`src/rtl/mult_seq_pipe.sv`:
```
// mult_seq_pipe: sequential shift-add integer multiplier, signed or unsigned
// per operation, retiring STEP multiplier bits per clock.
//   clock     : sole clock, rising edge
//   reset     : synchronous, active-high; aborts any in-flight operation
//   start     : request, sampled only while idle
//   is_signed : 1 = two's complement operands, captured with start
//   op_a/op_b : multiplicand / multiplier, captured with start
//   busy      : high while an operation is in flight
//   done      : one-cycle pulse, product/overflow valid
//   product   : full 2*WIDTH product, held until the next result or reset
//   overflow  : product does not fit in WIDTH bits in the selected mode
module mult_seq_pipe #(
  parameter int unsigned WIDTH = 32,
  parameter int unsigned STEP  = 1
) (
  input  logic               clock,
  input  logic               reset,
  input  logic               start,
  input  logic               is_signed,
  input  logic [WIDTH-1:0]   op_a,
  input  logic [WIDTH-1:0]   op_b,
  output logic               busy,
  output logic               done,
  output logic [2*WIDTH-1:0] product,
  output logic               overflow
);

  localparam int unsigned N  = WIDTH / STEP;
  localparam int unsigned PW = 2 * WIDTH;
  localparam int unsigned CW = $clog2(N + 1);

  // Reject illegal configurations at elaboration.
  generate
    if (!(STEP == 1 || STEP == 2 || STEP == 4) || (WIDTH % STEP) != 0 || WIDTH < 2) begin : g_bad_param
      $error("mult_seq_pipe: illegal WIDTH/STEP combination");
    end
  endgenerate

  typedef enum logic [1:0] {S_IDLE, S_RUN, S_FIX} state_t;

  state_t            state;
  logic              mode_signed;
  logic              neg;
  logic [WIDTH-1:0]  mplier;
  logic [PW-1:0]     a_sh;
  logic [PW-1:0]     acc;
  logic [CW-1:0]     count;

  logic [WIDTH-1:0]  mag_a_c;
  logic [WIDTH-1:0]  mag_b_c;
  logic [PW-1:0]     pp_c;
  logic [PW-1:0]     fixed_c;
  logic              ovf_c;

  // Operand magnitudes; -2^(WIDTH-1) negates onto itself, which is the
  // correct unsigned magnitude.
  always_comb begin
    mag_a_c = op_a;
    mag_b_c = op_b;
    if (is_signed && op_a[WIDTH-1]) mag_a_c = -op_a;
    if (is_signed && op_b[WIDTH-1]) mag_b_c = -op_b;
  end

  // Partial product for the current STEP-bit multiplier digit; a_sh already
  // carries the positional shift.
  always_comb begin
    pp_c = a_sh * PW'(mplier[STEP-1:0]);
  end

  // Sign fix-up of the magnitude product and the range check on the result.
  always_comb begin
    fixed_c = neg ? -acc : acc;
    if (mode_signed)
      ovf_c = !((&fixed_c[PW-1:WIDTH-1]) || !(|fixed_c[PW-1:WIDTH-1]));
    else
      ovf_c = |fixed_c[PW-1:WIDTH];
  end

  // Control FSM and datapath registers.
  always_ff @(posedge clock) begin
    if (reset) begin
      state       <= S_IDLE;
      busy        <= 1'b0;
      done        <= 1'b0;
      product     <= '0;
      overflow    <= 1'b0;
      mode_signed <= 1'b0;
      neg         <= 1'b0;
      mplier      <= '0;
      a_sh        <= '0;
      acc         <= '0;
      count       <= '0;
    end else begin
      done <= 1'b0;
      case (state)
        S_IDLE: begin
          if (start) begin
            mode_signed <= is_signed;
            neg         <= is_signed & (op_a[WIDTH-1] ^ op_b[WIDTH-1]);
            a_sh        <= PW'(mag_a_c);
            mplier      <= mag_b_c;
            acc         <= '0;
            count       <= CW'(N);
            busy        <= 1'b1;
            state       <= S_RUN;
          end
        end
        S_RUN: begin
          acc    <= acc + pp_c;
          a_sh   <= a_sh << STEP;
          mplier <= mplier >> STEP;
          count  <= count - CW'(1);
          if (count == CW'(1)) state <= S_FIX;
        end
        S_FIX: begin
          product  <= fixed_c;
          overflow <= ovf_c;
          done     <= 1'b1;
          busy     <= 1'b0;
          state    <= S_IDLE;
        end
        default: state <= S_IDLE;
      endcase
    end
  end

endmodule

```
`config.mk`:
```
export PLATFORM = sky130hd
export DESIGN_NAME = mult_seq_pipe
export DESIGN_NICKNAME = d
export VERILOG_FILES = /design/src/rtl/mult_seq_pipe.sv
export SDC_FILE = /design/constraint.sdc
export NUM_CORES = 1
export LEC_CHECK = 0
export BUFFER_PORTS_ARGS = -buffer_cell sky130_fd_sc_hd__buf_2
export CAP_MARGIN = 20
export CORE_UTILIZATION = 60
export DETAILED_ROUTE_END_ITERATION = 12
export GPL_TIMING_DRIVEN = 0
export PLACE_DENSITY = 0.82
export SLEW_MARGIN = 20
export SYNTH_ARGS = -nofsm -noshare
export SYNTH_HDL_FRONTEND = slang
export SYNTH_SLANG_ARGS = --single-unit
```
`constraint.sdc`:
```
create_clock -name clock -period 4.4 [get_ports clock]
set_clock_uncertainty 0.1 [all_clocks]
set_input_delay 0.22 -clock clock [delete_from_list [all_inputs] [get_ports clock]]
set_output_delay 0.22 -clock clock [all_outputs]
set_load 0.01 [all_outputs]
```
After elaboration in Yosys (flattened, before gate mapping)
Index checks and enable logic that the tools add are counted.

Logic and storage cells: 57. Output and inout bits: 67. Bits in registers: 237.

Reduce and logical (&&, ||, !) cells: 15. Add/sub/neg operators: 5. Bitwise logic cells: 2. Muxes and demuxes: 18. Multiply operators: 1. Eq/ne operators: 5.

Operator list (number): 64-bit one-hot mux with 2 select lines (2); 64-bit 2-to-1 mux (3); 32-bit 2-to-1 mux (3); 64-bit adder (1); 64-bit by 1-bit multiplier with 64-bit output (1); 32-bit negation (2); 64-bit negation (1); 32-bit one-hot mux with 2 select lines (1); 33-bit AND reduction (1); 33-bit OR reduction (1); 32-bit OR reduction (1); 6-bit one-hot mux with 2 select lines (1); 2-bit AND reduction (4); 6-bit by 1-bit equality test with 1-bit output, second input constant (1); 6-bit 2-to-1 mux (1); 6-bit by 1-bit subtractor with 6-bit output, second input constant (1); 2-bit 2-to-1 mux (2); 2-bit inequality test, second input constant (2); 2-bit one-hot mux with 2 select lines (1); 2-bit nonzero test (2); 1-bit 2-to-1 mux (3); 2-bit by 1-bit equality test with 1-bit output, second input constant (1); 2-bit equality test, second input constant (1); 1-bit logical AND (2); 6 further kinds (7).

Depth between registers and ports, before layout
Depth in word-level cells: 7. Mapped depth: 17. Mapped depth without buffers: 15.

Worst setup path after synthesis
Ideal clock, no wire load.

Path kind: register to register. Start point: register mplier[0]. End point: register acc[50]. Stages on the path, launching flop included: 18. Arrival: 3.779 ns. Buffers on the path: 2. Setup time: 0.117 ns. Slack: 0.404 ns. Period minus slack after synthesis: 3.996 ns. Cells stage by stage: dfxtp_1 > clkbuf_1 > clkbuf_1 > and2_1 > ha_1 > inv_1 > fa_1 > nand2b_1 > a21o_1 > a21oi_1 > o21ai_0 > a211oi_1 > a41oi_1 > o31ai_1 > a21boi_0 > o21ai_0 > xor2_1 > a22o_1.

Longest elaborated chain between the ends: 3.

RTL lines: from (decl) (line 44) `logic [WIDTH-1:0] mplier;`; from (signal assigned) (line 101) `mplier <= mag_b_c;`; from (signal assigned) (line 111) `mplier <= mplier >> STEP;`; 64-bit by 1-bit multiplier with 64-bit output (line 67) `pp_c = a_sh * PW'(mplier[STEP-1:0]);`; 64-bit adder (line 109) `acc <= acc + pp_c;`; 64-bit one-hot mux with 2 select lines (line 95) `case (state)`; to (signal assigned) (line 109); to (decl) (line 46) `logic [PW-1:0] acc;`.

No other way between the ends. A chain may end at the register's enable or synchronous reset.

Final worst setup path
Start point: register mplier[0]. End point: register acc[60].

The elaborated chain is that of the path after synthesis.

==> results by group <==
Pwr
  – Switching part of the total: 0.263
  – PD cells: 309 nW/um^2
  – Int Pwr: 0.00391 W
  – Comb pwr share: 0.130
  – Clock power frac: 0.442
  – Sequential power share: 0.428
  – Worst vdd ir: 0.000291 V
  – Net Switching: approximately 0.0014 W
  – Pleak: roughly 7 nW

Setup path
  – Crit Path Max Fanout: 10
  – WP data arrival: 4.59 ns
  – R2r setup slk: around 0.12 ns
  – Kind of critical path: flip-flop to flip-flop
  – Critical-path top delay cell: fa_1
  – Worst setup path endpoint: acc[60]
  – Worst R2R End: acc[60]
  – Req. time, crit path: 4.71 ns
  – Crit path from: mplier[0]
  – Most common cell on crit path: a211o_1
  – Worst Setup Start Kind: flip-flop
  – Crit-path max cell delay: 0.44 ns
  – CP Capture Type: flip-flop
  – R2r worst-path depth: 17
  – CP cell instances: buf_4 > clkbuf_4 > and2_1 > ha_1 > inv_1 > fa_1 > nand2b_1 > a21o_1 > nand3_1 > a211o_1 > a211o_1 > a31oi_2 > o21ai_1 > a211oi_2 > o41ai_2 > xnor2_1 > o21ai_0
  – R2R Path Start: mplier[0]

Clocking
  – Sink Count: ~240
  – Worst-path clk slew: ~0.060 ns
  – H-tree depth: 1
  – Clock Latency Late Sink: ~0.55 ns
  – CTS tree: done
  – Deepest clock path buffer count: 3
  – CTS root buffer: clkbuf_16
  – Inserted Clock Buffers: 27

Detailed routing
  – Antenna violation net count after detailed routing: 0
  – WL/cell: 19.1 um
  – # DRC: 0
  – Via density: 6.32
  – TritonRoute pass-1 iters: 7
  – Post-Route WL: approximately 45 mm
  – Vias: 15000
  – DRT iter0 DRCs: 1552

Synthesis
  – Area share of the largest cell type after synthesis: 0.317
  – Post-synth EDFFs: 0
  – Main flop type after synthesis: dfxtp_1
  – Sequential element share of the synthesized area: 0.317
  – Mapped Area: 15000 sq um
  – Synth area leader: dfxtp_1
  – Yosys warning total: 0
  – Ys async rst share: 0
  – Synthesized area per cell: 8.05 sq um
  – Mapped Cells: 1857
  – Largest cells by area after synthesis: dfxtp_1 32%, xor2_1 6.2%, nor2_1 5.9%
  – #FFs+latches synth: about 240
  – Library cells used by synthesis: 67
  – Net count after synthesis: between 1500 and 2000

STA
  – Max-Slew Margin vs Limit: 0.351
  – Tcrit/Tclk final: 0.972
  – Pins over their slew limit: 0
  – RSZ-0062 raised after global routing: false
  – Setup TNS: 0 ns
  – Final setup viols: 0
  – Slew @ Worst Pin: approximately 0.96 ns
  – Fin. Hold Viols: 0
  – Max Freq: approximately 0.23 GHz
  – Tmin final: 4.28 ns

Placed design
  – HPWL after DPL: 34.9 mm
  – Area post-placement: approximately 16000 sq um
  – Gpl congestion: 0.977
  – Port bufs: 132

Die
  – Die span in x: 160 um
  – IO Pins: 135
  – Die H: between 150 and 200 um
  – Starting Density: 0.613
  – Die ar.: 25600 sq um
  – Core ar.: 24400 sq um
  – Row count: 57

GRT
  – First-pass GRT wire length: 72.4 mm
  – Global routing usage on met2: 0.560
  – Vias in the first global route: ~14000
  – Largest net degree at the start of global routing: 14
  – Gr ovfl total: 0
  – Antenna violations before repair: 0
  – GR Util met1: 0.489
  – Met3 GRT Util: 0.0418
  – Overall Global Routing Usage: 0.346
  – GRT busiest layer: met2

Layout
  – Area used by multi-input combinational logic: between 9000 and 10000 sq um
  – Reg area: 4740 sq um
  – # diodes: 0
  – Syn-to-layout area delta: 14.9%
  – Fin nets: between 2000 and 2500
  – Share of cells above drive strength 1: 0.103
  – Design Area, Final: 17200 sq um
  – Fillers: 2046

Run
  – Max-cap viol count: 0

Run status
  – Status: completed

Hold path
  – Min-delay worst type: input port to flip-flop
[layout by cell type, fill, tap and decap left out, types with 16 or more instances in the layout]
cell,n
and2_1,72
a22oi_1,37
xnor2_1,76
buf_2,132
o41ai_1,16
clkbuf_16,27
nand2b_1,17
a22o_1,38
a21o_1,38
a21oi_1,102
nand3_1,28
dfxtp_1,237
o21ai_0,77
a31oi_1,18
ha_1,68
o31ai_1,34
nand4_1,24
nor4_1,26
nor3_1,32
xor2_1,106
clkbuf_1,120
nand2_1,127
nor2_1,235
a211oi_1,68
inv_1,41
a222oi_1,60
or3_1,16
[per-layer routing]
layer / up-vias / wire, um
met4: 0 / 899
met3: 67 / 3900
met5: - / 0
met1: 7014 / 20600
li1: 7217 / -
met2: 721 / 20000
[flip-flops by register name, indices dropped and copies added (netlist names)]
name	flops
product	64
done	1
a_sh	64
busy	1
mode_signed	1
mplier	32
state	2
count	6
acc	64
overflow	1
neg	1
[cell usage after synthesis, drive strengths merged (33+ instances only)]
master and number:
inv 41, dfxtp 237, a22o 38, a222oi 60
and2 72, a21oi 103, nor2 235, xnor2 76
o31ai 35, xor2 106, nand2 127, a211oi 71
nor3 33, clkbuf 120, a22oi 37, o21ai 85
ha 68, a21o 38
[power groups by stage]
stage               Sequential [W]  Combinational, W  Clock [W]
floorplan                  0.00230          0.000450          0
global placement           0.00231          0.000642          0
detailed placement         0.00231          0.000659          0
CTS                        0.00227          0.000673    0.00235
global route               0.00228          0.000749    0.00244
finish                     0.00227          0.000688    0.00235
[worst min path at each step]
stage,start,to,slack (ns),cells after the start
finish,start,busy,0.02,3
global route,op_a[19],a_sh[19],0.03,4
CTS,op_b[30],mplier[30],0.000009,4
detailed placement,busy,busy,0.36,2
global placement,busy,busy,0.34,2
floorplan,op_a[31],a_sh[31],0.27,2
[kinds of logic (layout without fill, tap and decap cells)]
family / Yosys count / count (layout) / synth area share
buffers and inverters: 170 / 364 / 0.0437
xor gates and xnor gates: 182 / 182 / 0.107
DFF: 237 / 237 / 0.317
muxes: 2 / 2 / 0.00142
and+or+nand+nor: 629 / 629 / 0.201
AOI/OAI and AO/OA: 568 / 568 / 0.272
adders and majority gates: 69 / 69 / 0.0582
[through the flow]
| step | utilization | setup WS [ns] | hold slack (ns) | power, W | std cells |
|---|---|---|---|---|---|
| 2_1_floorplan | - | 0.404 | 0.268 | 0.00275 | 1857 |
| 3_3_place_gp | 0.657 | -1.08 | 0.342 | 0.00295 | 2313 |
| 3_5_place_dp | 0.657 | -1.10 | 0.358 | 0.00297 | 2313 |
| 4_1_cts | 0.702 | 0.0152 | 0.00000938 | 0.00529 | 2372 |
| 5_1_grt | 0.705 | 0.0172 | 0.0266 | 0.00547 | 2375 |
| 6_report | 0.705 | 0.123 | 0.0155 | 0.00531 | 2375 |
[area by class of cell]
type / count / share of cell area
multi-input combinational: 1450 / 0.561
sequential: 237 / 0.276
timing repair buffer: 147 / 0.0466
clock buffer: 36 / 0.0448
buffer: 129 / 0.0295
tap: 324 / 0.0236
clock inverter: 11 / 0.00939
inverter: 41 / 0.00895
[critical path, delay by kind of cell (launching register included)]
| kind | cells | cell delay (ns) |
|---|---|---|
| DFF | 1 | 0.38 |
| and+or+nand+nor | 3 | 0.51 |
| AOI/OAI and AO/OA | 8 | 1.84 |
| buffers and inverters | 3 | 0.47 |
| xor gates and xnor gates | 1 | 0.17 |
| adders and majority gates | 2 | 0.63 |
[what timing repair did]
item,4_1_cts,5_1_grt
pin swaps,2,2
hold buffers,11,0
buffers inserted,1,3
gates resized for setup,12,18
hold endpoints to repair,9,0
endpoints found under the setup margin,20,15
No activity file was read; power rests on OpenSTA's default activity.
